<file path="config.mk">
export PLATFORM = sky130hd
export DESIGN_NAME = mem_seq
export DESIGN_NICKNAME = d
export VERILOG_FILES = /design/src/rtl/t64_mem_pkg.sv /design/src/rtl/mem_seq_load_extend.sv /design/src/rtl/mem_seq.sv
export SDC_FILE = /design/constraint.sdc
export NUM_CORES = 1
export LEC_CHECK = 0
export CAP_MARGIN = 20
export CORE_MARGIN = 4
export CORE_UTILIZATION = 50
export DETAILED_ROUTE_END_ITERATION = 8
export GPL_TIMING_DRIVEN = 0
export PLACE_DENSITY = 0.95
export SKIP_LAST_GASP = 1
export SYNTH_ARGS = -nofsm -noshare
export SYNTH_HDL_FRONTEND = slang
export SYNTH_SLANG_ARGS = --single-unit
export TNS_END_PERCENT = 100
</file>
<file path="constraint.sdc">
create_clock -name clk -period 5.6 [get_ports clk]
set_input_delay 0.56 -clock clk [delete_from_list [all_inputs] [get_ports clk]]
set_output_delay 0.56 -clock clk [all_outputs]
set_load 0.005 [all_outputs]
</file>
<file path="src/rtl/t64_mem_pkg.sv">
// t64_mem_pkg: shared width encodings, sequencer states and access-size helpers for mem_seq.
package t64_mem_pkg;
    localparam logic [1:0] W_BYTE = 2'b00;
    localparam logic [1:0] W_HALF = 2'b01;
    localparam logic [1:0] W_WORD = 2'b10;
    localparam logic [1:0] W_DBL  = 2'b11;

    typedef enum logic [1:0] {IDLE, BEAT, WB, FLT} state_t;

    // A byte access still costs one full 16-bit beat.
    function automatic logic [2:0] beats(input logic [1:0] w);
        return (w == W_DBL) ? 3'd4 : (w == W_WORD) ? 3'd2 : 3'd1;
    endfunction

    function automatic logic misaligned(input logic [1:0] w, input logic [2:0] a);
        return (w == W_HALF) ? a[0] : (w == W_WORD) ? |a[1:0] : (w == W_DBL) ? |a : 1'b0;
    endfunction
endpackage

</file>
<file path="src/rtl/mem_seq_load_extend.sv">
// load_extend: picks the loaded bytes out of the assembly register and extends them to 64 bits.
// MEM_SEQ_SIGNEXT_EN selects sign extension; the default build zero-extends.
module load_extend
    import t64_mem_pkg::*;
(
    input  logic [63:0] i_asm,
    input  logic [1:0]  i_width,
    input  logic        i_addr0,
    output logic [63:0] o_data
);
    logic [7:0] w_byte;
    logic       w_sign;

    // A byte load fetched the whole halfword; the odd address picks the upper lane.
    assign w_byte = i_addr0 ? i_asm[15:8] : i_asm[7:0];

`ifdef MEM_SEQ_SIGNEXT_EN
    assign w_sign = (i_width == W_BYTE) ? w_byte[7] : (i_width == W_HALF) ? i_asm[15] : i_asm[31];
`else
    assign w_sign = 1'b0;
`endif

    assign o_data = (i_width == W_BYTE) ? {{56{w_sign}}, w_byte} :
                    (i_width == W_HALF) ? {{48{w_sign}}, i_asm[15:0]} :
                    (i_width == W_WORD) ? {{32{w_sign}}, i_asm[31:0]} : i_asm;
endmodule

</file>
<file path="src/rtl/mem_seq.sv">
// mem_seq: sequences 64-bit loads/stores over a 16-bit request/ack bus and writes loads back to the regfile.
// Define MEM_SEQ_SIGNEXT_EN to sign-extend narrow loads (handled in load_extend).
module mem_seq
    import t64_mem_pkg::*;
#(
    parameter int BUS_W = 16
) (
    input  logic             clk,
    input  logic             reset,
    input  logic             start,
    input  logic             we,
    input  logic [1:0]       width,
    input  logic [63:0]      addr,
    input  logic [63:0]      wdata,
    input  logic [3:0]       dst,
    output logic             busy,
    output logic             done,
    output logic             fault,
    output logic [63:0]      rf_din,
    output logic             rf_wr,
    output logic [3:0]       rf_wrsel,
    output logic [1:0]       rf_width,
    output logic [63:0]      bus_addr,
    output logic [BUS_W-1:0] bus_dout,
    input  logic [BUS_W-1:0] bus_din,
    output logic [1:0]       bus_be,
    output logic             bus_we,
    output logic             bus_req,
    input  logic             bus_ack
);
    state_t      r_state, w_next;
    logic [1:0]  r_beat;
    logic        r_we;
    logic [1:0]  r_width;
    logic [63:0] r_addr, r_wdata, r_asm;
    logic [3:0]  r_dst;
    logic        w_beat, w_last, w_misal;
    logic [63:0] w_ext;

    assign w_beat  = r_state == BEAT;
    assign w_last  = {1'b0, r_beat} == beats(r_width) - 3'd1;
    assign w_misal = misaligned(width, addr[2:0]);

    always_ff @(posedge clk) begin
        if (reset)
            r_state <= IDLE;
        else
            r_state <= w_next;
    end

    always_comb begin
        w_next = r_state;
        case (r_state)
            IDLE:    w_next = start ? (w_misal ? FLT : BEAT) : IDLE;
            BEAT:    w_next = (bus_ack && w_last) ? (r_we ? IDLE : WB) : BEAT;
            default: w_next = IDLE;
        endcase
    end

    always_ff @(posedge clk) begin
        if (reset) begin
            r_beat  <= '0;
            r_we    <= 1'b0;
            r_width <= '0;
            r_addr  <= '0;
            r_wdata <= '0;
            r_dst   <= '0;
            r_asm   <= '0;
        end else begin
            if (r_state == IDLE && start) begin
                r_beat  <= '0;
                r_we    <= we;
                r_width <= width;
                r_addr  <= addr;
                r_wdata <= wdata;
                r_dst   <= dst;
                r_asm   <= '0;
            end
            if (w_beat && bus_ack) begin
                r_asm[{r_beat, 4'b0000} +: 16] <= bus_din;
                r_beat <= r_beat + 2'd1;
            end
        end
    end

    load_extend u_ext (
        .i_asm   (r_asm),
        .i_width (r_width),
        .i_addr0 (r_addr[0]),
        .o_data  (w_ext)
    );

    // Bus and regfile fields are gated to their active state so they read 0 out of reset.
    assign busy     = r_state != IDLE;
    assign bus_req  = w_beat;
    assign bus_we   = w_beat & r_we;
    assign bus_addr = w_beat ? {r_addr[63:1], 1'b0} + {61'd0, r_beat, 1'b0} : '0;
    assign bus_be   = !w_beat ? 2'b00 : (r_width != W_BYTE) ? 2'b11 : r_addr[0] ? 2'b10 : 2'b01;
    assign bus_dout = !w_beat ? '0 : (r_width == W_BYTE) ? {2{r_wdata[7:0]}} : r_wdata[{r_beat, 4'b0000} +: 16];
    assign done     = (r_state == WB) || (w_beat && r_we && bus_ack && w_last);
    assign fault    = r_state == FLT;
    assign rf_wr    = r_state == WB;
    assign rf_din   = rf_wr ? w_ext : '0;
    assign rf_wrsel = rf_wr ? r_dst : '0;
    assign rf_width = rf_wr ? r_width : '0;
endmodule

</file>
==> load_flow_metrics.sql, run 1 <==
INSERT INTO impl_metrics (metric_group, metric, value, unit) VALUES
('status', 'status', 'finished clean', ''),
('floorplan', 'rows', '51', ''),
('worst_setup_path', 'setup.worst_path.class', 'register to output port', ''),
('floorplan', 'fp.dieArea', '22300', 'sq um'),
('pwr', 'powerDensity', '258', 'nW/um^2'),
('job', 'max-cap-violations', '0', ''),
('cts', 'numCtsBuffers', '23', ''),
('drt', 'vias_per_cell', '5.95', ''),
('yosys', 'synth.net_count', '1477', ''),
('yosys', 'yosys.area.top_type', 'dfxtp_1', ''),
('yosys', 'ys_async_sr_fraction', '0', '%'),
('final_layout', 'num-nets-final', '1813', ''),
('floorplan', 'die_width', '149', 'um'),
('cts', 'cts_resized', '0', ''),
('yosys', 'syn_area_per_cell', '7.62', 'sq um'),
('placed_design', 'place.gp.congestion', '0.960', ''),
('grt', 'grt_use_total', '32.5', '%'),
('yosys', 'yosysUniqueCellTypes', '51', ''),
('yosys', 'number_of_synthesized_flops_with_an_enable_pin', '0', ''),
('grt', 'grt_first_pass_wirelength', '58.2', 'mm'),
('worst_setup_path', 'cp_data_arrival_time', '3.93', 'ns'),
('timing', 'worstMarginPinSlew', '0.878', 'ns'),
('pwr', 'total_leakage_power', '4.99', 'nW'),
('worst_setup_path', 'cp_startpoint_kind', 'register', ''),
('placed_design', 'numPortBuffers', '310', ''),
('worst_setup_path', 'cp-end-kind', 'output port', ''),
('hold_path', 'hold_class', 'register to register', ''),
('worst_setup_path', 'crit_path_max_delay_cell_type', 'clkdlybuf4s50_1', ''),
('timing', 'worst_slew_margin_rel', '41.2', '%'),
('timing', 'finalCritPeriodShare', '80.1', '%'),
('cts', 'cts_setup_buffers', '0', ''),
('pwr', 'max-vdd-ir-drop', '0.272', 'mV'),
('yosys', 'postSynthRegisterBits', '203', ''),
('drt', 'drt-total-wl', '38.2', 'mm'),
('yosys', 'netlist_instances', '1314', ''),
('timing', 'fin_worst_skew', '0.0126', 'ns'),
('yosys', 'yosys_most_used_dff', 'dfxtp_1', ''),
('grt', 'grt_pass1_vias', '11000', ''),
('floorplan', 'initial_core_util', '51.1', '%'),
('worst_setup_path', 'critical_path_buf_inv_count', '3', ''),
('drt', 'dr.pass1.iters', '7', ''),
('timing', 'timing.fmax', '0.223', 'GHz'),
('timing', 'setup_viol', '0', ''),
('cts', 'cts_root_buffer', 'clkbuf_16', ''),
('grt', 'grt_antenna_before_repair', '1', ''),
('timing', 'setup_repair_after_global_routing_missed_its_margin', 'false', ''),
('timing', 'timing.final.hold_violations', '0', ''),
('drt', 'drt_iter0_markers', '1199', ''),
('cts', 'number_of_sinks_handled_by_clock_tree_synthesis', '203', ''),
('cts', 'cts_tree', 'built', ''),
('yosys', 'yosys_warnings', '0', ''),
('yosys', 'synth.area.top_cells', 'dfxtp_1 (41%), nand2_1 (13%), a21oi_1 (9.4%), a22oi_1 (4.9%), nor2_1 (4.3%)', ''),
('floorplan', 'core', '19600', 'sq um'),
('yosys', 'synth_sequential_area_ratio', '40.6', '%'),
('cts', 'post_cts_hold_buffer_count', '0', ''),
('yosys', 'synth_top_area_share', '40.6', '%'),
('floorplan', 'io-pin-count', '313', ''),
('drt', 'routed-via-count', '11500', ''),
('drt', 'post_drt_wl_per_cell', '19.8', 'um'),
('floorplan', 'die_height', '149', 'um'),
('cts', 'max-clock-path-buffers', '3', ''),
('cts', 'cts.clk_slew.worst_paths', '0.06', 'ns'),
('timing', 'post-route-min-period', '4.49', 'ns'),
('cts', 'worst_skew_pair.late_latency', '0.51', 'ns'),
('final_layout', 'layout-drive-gt1-share', '5.29', '%'),
('timing', 'tns', '0', 'ns'),
('final_layout', 'area_growth', '41.7', '%'),
('worst_setup_path', 'path_delay_family', 'simple AND/OR/NAND/NOR gates', ''),
('timing', 'slew_limit_fails', '0', ''),
('grt', 'grt_max_degree', '14', ''),
('worst_setup_path', 'worst-endpoint-required', '5.04', 'ns'),
('worst_setup_path', 'critical_path_cell_list', 'ha_1 > fa_1 > and4_1 > buf_2 > and4_1 > buf_2 > nand4_1 > or3_1 > a21oi_1 > clkdlybuf4s50_1', ''),
('drt', 'ant_nets', '0', ''),
('cts', 'h_tree_levels', '1', ''),
('drt', 'detail_route.drc_violations', '0', ''),
('grt', 'globalRoute.totalOverflow', '0', ''),
('worst_setup_path', 'path_max_fanout', '10', ''),
('placed_design', 'place_hpwl', '28.3', 'mm'),
('yosys', 'syn-cell-area', '10000', 'sq um'),
('worst_setup_path', 'cp_slowest_stage_delay', '0.54', 'ns'),
('pwr', 'totalPowerFinal', '0.00366', 'W');
[kinds of logic (layout without fill, tap and decap cells)]
| kind of cell | after synthesis | after routing | share of synthesized area (%) |
|---|---|---|---|
| and+or+nand+nor | 648 | 648 | 30.3 |
| AOI/OAI and AO/OA | 288 | 288 | 16.5 |
| DFF | 203 | 203 | 40.6 |
| buffers and inverters | 113 | 463 | 4.66 |
| xor gates and xnor gates | 36 | 36 | 3.15 |
| muxes | 17 | 17 | 3.70 |
| adders and majority gates | 8 | 8 | 1.07 |
| other | 1 | 3 | 0.0375 |
[Yosys cell counts (13+ instances only)]
master      n
nand2_1   339
dfxtp_1   203
a21oi_1   188
nor2_1    114
clkbuf_1   74
a22oi_1    65
and2_1     48
and3_1     31
nand4_1    22
o21ai_0    20
xnor2_1    20
nand3_1    17
mux4_2     16
xor2_1     16
or3_1      15
buf_2      13
[through the flow]
step,setup slack [ns],area [sq um],instances,util [%],hold WS (ns)
floorplan,2.77,10000,1314,-,0.432
CTS,1.15,14200,1928,72.4,0.454
global route,0.913,14200,1930,72.4,0.476
detailed placement,1.70,13400,1889,68.6,0.446
global placement,1.79,13400,1889,68.6,0.439
finish,1.11,14200,1931,72.4,0.454
[final cells by class]
cell class / instances / area (sq um)
clock inverters: 4 / 51.3
plain buffers: 100 / 418
multi-input cells: 998 / 5480
inverters: 13 / 48.8
repair buffers: 311 / 3110
flip-flops and latches: 203 / 4060
well taps: 265 / 332
diodes: 2 / 5.00
fillers: 1430 / 5400
clock buffers: 35 / 681
[per-layer routing]
layer  track usage [%]  share of wire [%]  vias up
met2              54.2                 47      820
met5                 0                  0        -
met3              7.00                 11      153
met4              14.7                5.2        0
met1              40.5                 37     5331
li1                  -                  -     5186
[worst register-to-register path: stages, from the launching register on]
cell and delay (ns):
dfxtp_1 0.51, clkbuf_1 0.58, buf_1 0.57, inv_1 0.18
ha_1 0.41, and4_1 0.21, buf_1 0.32, clkbuf_1 0.44
a22oi_1 0.17, nor2_1 0.14
[sequential cells by signal, indices dropped and copies added, names as in the netlist]
name and cells:
r_addr 64, r_asm 64, r_beat 2, r_dst 4
r_state 2, r_wdata 64, r_we 1, r_width 2
[report_power, final]
group / internal [W] / total [W] / switching, W / leakage [nW]
clock network: 0.000880 / 0.00149 / 0.000609 / 0.362
logic: 0.000249 / 0.000578 / 0.000330 / 2.97
registers: 0.00152 / 0.00160 / 0.0000758 / 1.66
[layout by cell type, fill, tap and decap left out, types with 17 or more instances in the layout]
| cell | count |
|---|---|
| a21oi_1 | 188 |
| a22oi_1 | 65 |
| and2_1 | 48 |
| and3_1 | 31 |
| clkbuf_1 | 80 |
| clkbuf_16 | 23 |
| clkdlybuf4s50_1 | 310 |
| dfxtp_1 | 203 |
| nand2_1 | 339 |
| nand3_1 | 17 |
| nand4_1 | 22 |
| nor2_1 | 114 |
| o21ai_0 | 20 |
| xnor2_1 | 20 |
[final timing paths]
check	endpoint	slack (ns)	from	cells past startpoint
setup / recovery	bus_addr[57]	1.11	r_beat[0]	10
hold / removal	r_wdata[30]	0.45	r_wdata[30]	2
setup reg to reg	r_asm[41]	2.00	r_beat[1]	9
hold reg to reg	r_wdata[30]	0.45	r_wdata[30]	2
No activity file was read; power rests on OpenSTA's default activity.
==> run 2: changes to the inputs <==
CORE_UTILIZATION = 43   (was 50)
PLACE_DENSITY = 0.89   (was 0.95)
clock period = 3.9 ns   (was 5.6 ns; I/O delays follow)
==> load_flow_metrics.sql, run 2 (synthesis gave the netlist of run 1 again) <==
INSERT INTO impl_metrics (metric_group, metric, value, unit) VALUES
('worst_setup_path', 'worst_path_most_repeated_cell', 'and4_1', ''),
('timing', 'slew_limit_fails', '0', ''),
('floorplan', 'core', '22800', 'sq um'),
('cts', 'worst_skew_pair.late_latency', '0.51', 'ns'),
('floorplan', 'io-pin-count', '313', ''),
('hold_path', 'worst_hold_startpoint', 'dst[3]', ''),
('final_layout', 'layout-drive-gt1-share', '6.16', '%'),
('job', 'max-cap-violations', '0', ''),
('drt', 'drt-total-wl', '38.8', 'mm'),
('worst_setup_path', 'cp-end-kind', 'output port', ''),
('cts', 'h_tree_levels', '1', ''),
('drt', 'routed-via-count', '11400', ''),
('cts', 'cts.clk_slew.worst_paths', '0.06', 'ns'),
('worst_setup_path', 'critical_path.reg2reg.startpoint', 'r_beat[1]', ''),
('hold_path', 'timing.hold.worst_endpoint', 'r_dst[3]', ''),
('grt', 'grt_first_pass_wirelength', '59.6', 'mm'),
('floorplan', 'rows', '55', ''),
('grt', 'grt_antenna_before_repair', '5', ''),
('worst_setup_path', 'cp_startpoint_kind', 'register', ''),
('cts', 'cts_tree', 'built', ''),
('pwr', 'seq_power_share', '45.1', '%'),
('worst_setup_path', 'cp_slowest_stage_delay', '0.52', 'ns'),
('cts', 'number_of_sinks_handled_by_clock_tree_synthesis', '203', ''),
('timing', 'worst_slew_margin_rel', '39.7', '%'),
('cts', 'cts_root_buffer', 'clkbuf_16', ''),
('floorplan', 'fp.dieArea', '25800', 'sq um'),
('floorplan', 'die_width', '161', 'um'),
('final_layout', 'filler_cell_count', '1921', ''),
('final_layout', 'num-nets-final', '1821', ''),
('worst_setup_path', 'critical_path_cell_list', 'ha_4 > fa_2 > and4_1 > buf_4 > and4_1 > buf_6 > nand4_1 > or3_1 > a21oi_2 > clkdlybuf4s50_1', ''),
('worst_setup_path', 'crit_path_max_delay_cell_type', 'clkdlybuf4s50_1', ''),
('final_layout', 'multi_input_combinational_cell_area', '5500', 'sq um'),
('placed_design', 'numPortBuffers', '310', ''),
('floorplan', 'die_height', '161', 'um'),
('pwr', 'cell_internal_pwr', '0.00365', 'W'),
('worst_setup_path', 'worst-endpoint-required', '3.51', 'ns'),
('timing', 'finalCritPeriodShare', '97.2', '%'),
('drt', 'post_drt_wl_per_cell', '19.5', 'um'),
('final_layout', 'final_cell_mix', 'nand2_1 (339), clkdlybuf4s50_1 (309), dfxtp_1 (201)', ''),
('final_layout', 'final_core_util', '62.8', '%'),
('grt', 'globalRoute.totalOverflow', '0', ''),
('drt', 'drt_iter0_markers', '988', ''),
('timing', 'post-route-min-period', '3.79', 'ns'),
('grt', 'grt_use_total', '28.4', '%'),
('worst_setup_path', 'timing.rr.end', 'r_asm[57]', ''),
('worst_setup_path', 'timing.reg2reg.setup_slack', '0.15', 'ns'),
('timing', 'timing.fmax', '0.264', 'GHz'),
('grt', 'grt_max_degree', '14', ''),
('worst_setup_path', 'cp_data_arrival_time', '3.40', 'ns'),
('final_layout', 'top_regs', 'r_addr x64, r_asm x64, r_wdata x64', ''),
('timing', 'finalHoldWorstSlack', '0.422', 'ns'),
('worst_setup_path', 'setup.worst_path.class', 'register to output port', ''),
('grt', 'grt_pass1_vias', '11000', ''),
('timing', 'timing.final.hold_violations', '0', ''),
('worst_setup_path', 'path_max_fanout', '10', ''),
('drt', 'ant_nets', '0', ''),
('hold_path', 'hold_class', 'primary input to register', ''),
('placed_design', 'place.gp.congestion', '0.971', ''),
('pwr', 'swShare', '28.6', '%'),
('cts', 'post_cts_hold_buffer_count', '0', ''),
('pwr', 'max-vdd-ir-drop', '0.262', 'mV'),
('final_layout', 'register_area', '4070', 'sq um'),
('pwr', 'combinationalPowerShare', '16.1', '%'),
('floorplan', 'initial_core_util', '43.9', '%'),
('timing', 'setup_viol', '0', ''),
('cts', 'numCtsBuffers', '22', ''),
('drt', 'detail_route.drc_violations', '0', ''),
('timing', 'finalWorstSetupSlack', '0.108', 'ns'),
('pwr', 'powerDensity', '357', 'nW/um^2'),
('hold_path', 'worst_hold_path.num_cells', '3', ''),
('worst_setup_path', 'r2r.worst_path.cells', '9', ''),
('timing', 'worstMarginPinSlew', '0.904', 'ns'),
('final_layout', 'area_growth', '42.9', '%'),
('cts', 'max-clock-path-buffers', '3', ''),
('placed_design', 'dp_slack', '0.220', 'ns'),
('final_layout', 'layout_commonest_cell', 'nand2_1', ''),
('timing', 'fin_worst_skew', '0.0152', 'ns'),
('placed_design', 'place_hpwl', '29.5', 'mm'),
('pwr', 'power.share.clock', '38.8', '%'),
('pwr', 'net-switching-power', '0.00146', 'W'),
('pwr', 'total_leakage_power', '5.01', 'nW'),
('status', 'status', 'finished clean', ''),
('drt', 'dr.pass1.iters', '6', ''),
('drt', 'vias_per_cell', '5.71', '');
[run 2: cell types whose count changed in the layout (fill, tap and decap cells not counted), moves of 2 or more]
cell        before  now
clkinv_2         2    4
clkbuf_8         7    4
clkinvlp_4       0    3
diode_2          2    5
buf_4            1   11
dfxtp_1        203  201
[run 2: worst max-delay path, delay by kind of cell (launching register included)]
family,cells,cell delay (ns)
AND/OR/NAND/NOR,4,1.15
buffers and inverters,3,0.84
adder cells (fa/ha/maj),2,0.39
flip-flops,1,0.38
AO/OA/AOI/OAI,1,0.14
[run 2: power groups by stage]
stage,Clock [W],Combinational (W),Sequential (W)
finish,0.00198,0.000824,0.00230
global route,0.00209,0.000893,0.00231
CTS,0.00200,0.000811,0.00229
detailed placement,0,0.000803,0.00234
global placement,0,0.000784,0.00233
floorplan,0,0.000412,0.00230
[run 2: metal layers]
metal | global-route usage (%) | vias up | part of all wire, %
li1 | - | 5204 | -
met1 | 35.3 | 5322 | 38
met2 | 46.6 | 694 | 46
met3 | 5.88 | 153 | 9.8
met4 | 14.7 | 0 | 6.2
met5 | 0 | - | 0
[run 2: area by class of cell]
cell class              count  share of cell area [%]
well taps                 313                    2.74
multi-input cells         998                    38.4
flip-flops and latches    203                    28.4
inverters                  13                   0.341
clock buffers              30                    4.27
clock inverters             9                   0.472
diodes                      5                  0.0875
plain buffers             100                    2.98
repair buffers            320                    22.2
[run 2: worst max-delay path by stage]
stage	startpoint	end	slack [ns]	cells past startpoint
CTS	r_beat[0]	bus_addr[57]	0.004	10
floorplan	r_beat[1]	r_asm[53]	1.10	8
detailed placement	r_beat[1]	r_asm[57]	0.22	9
finish	r_beat[0]	bus_addr[53]	0.11	10
global placement	r_beat[1]	r_asm[56]	0.03	8
global route	r_addr[1]	bus_addr[55]	-0.01	10
[run 2: metrics by stage]
stage,std cells,instance area [sq um],TNS (ns),power [W]
floorplan,1314,10000,0,0.00271
global placement,1937,13500,0,0.00311
detailed placement,1938,13500,0,0.00314
CTS,1981,14200,0,0.00510
global route,1991,14300,-0.0206,0.00530
finish,1991,14300,0,0.00511
[run 2: repair_timing]
item                                    4_1_cts  5_1_grt
setup buffers                                 4        5
endpoints found under the setup margin       17        9
pin swaps                                     3        6
endpoints found under the hold margin         0        0
gates resized for setup                       6        5
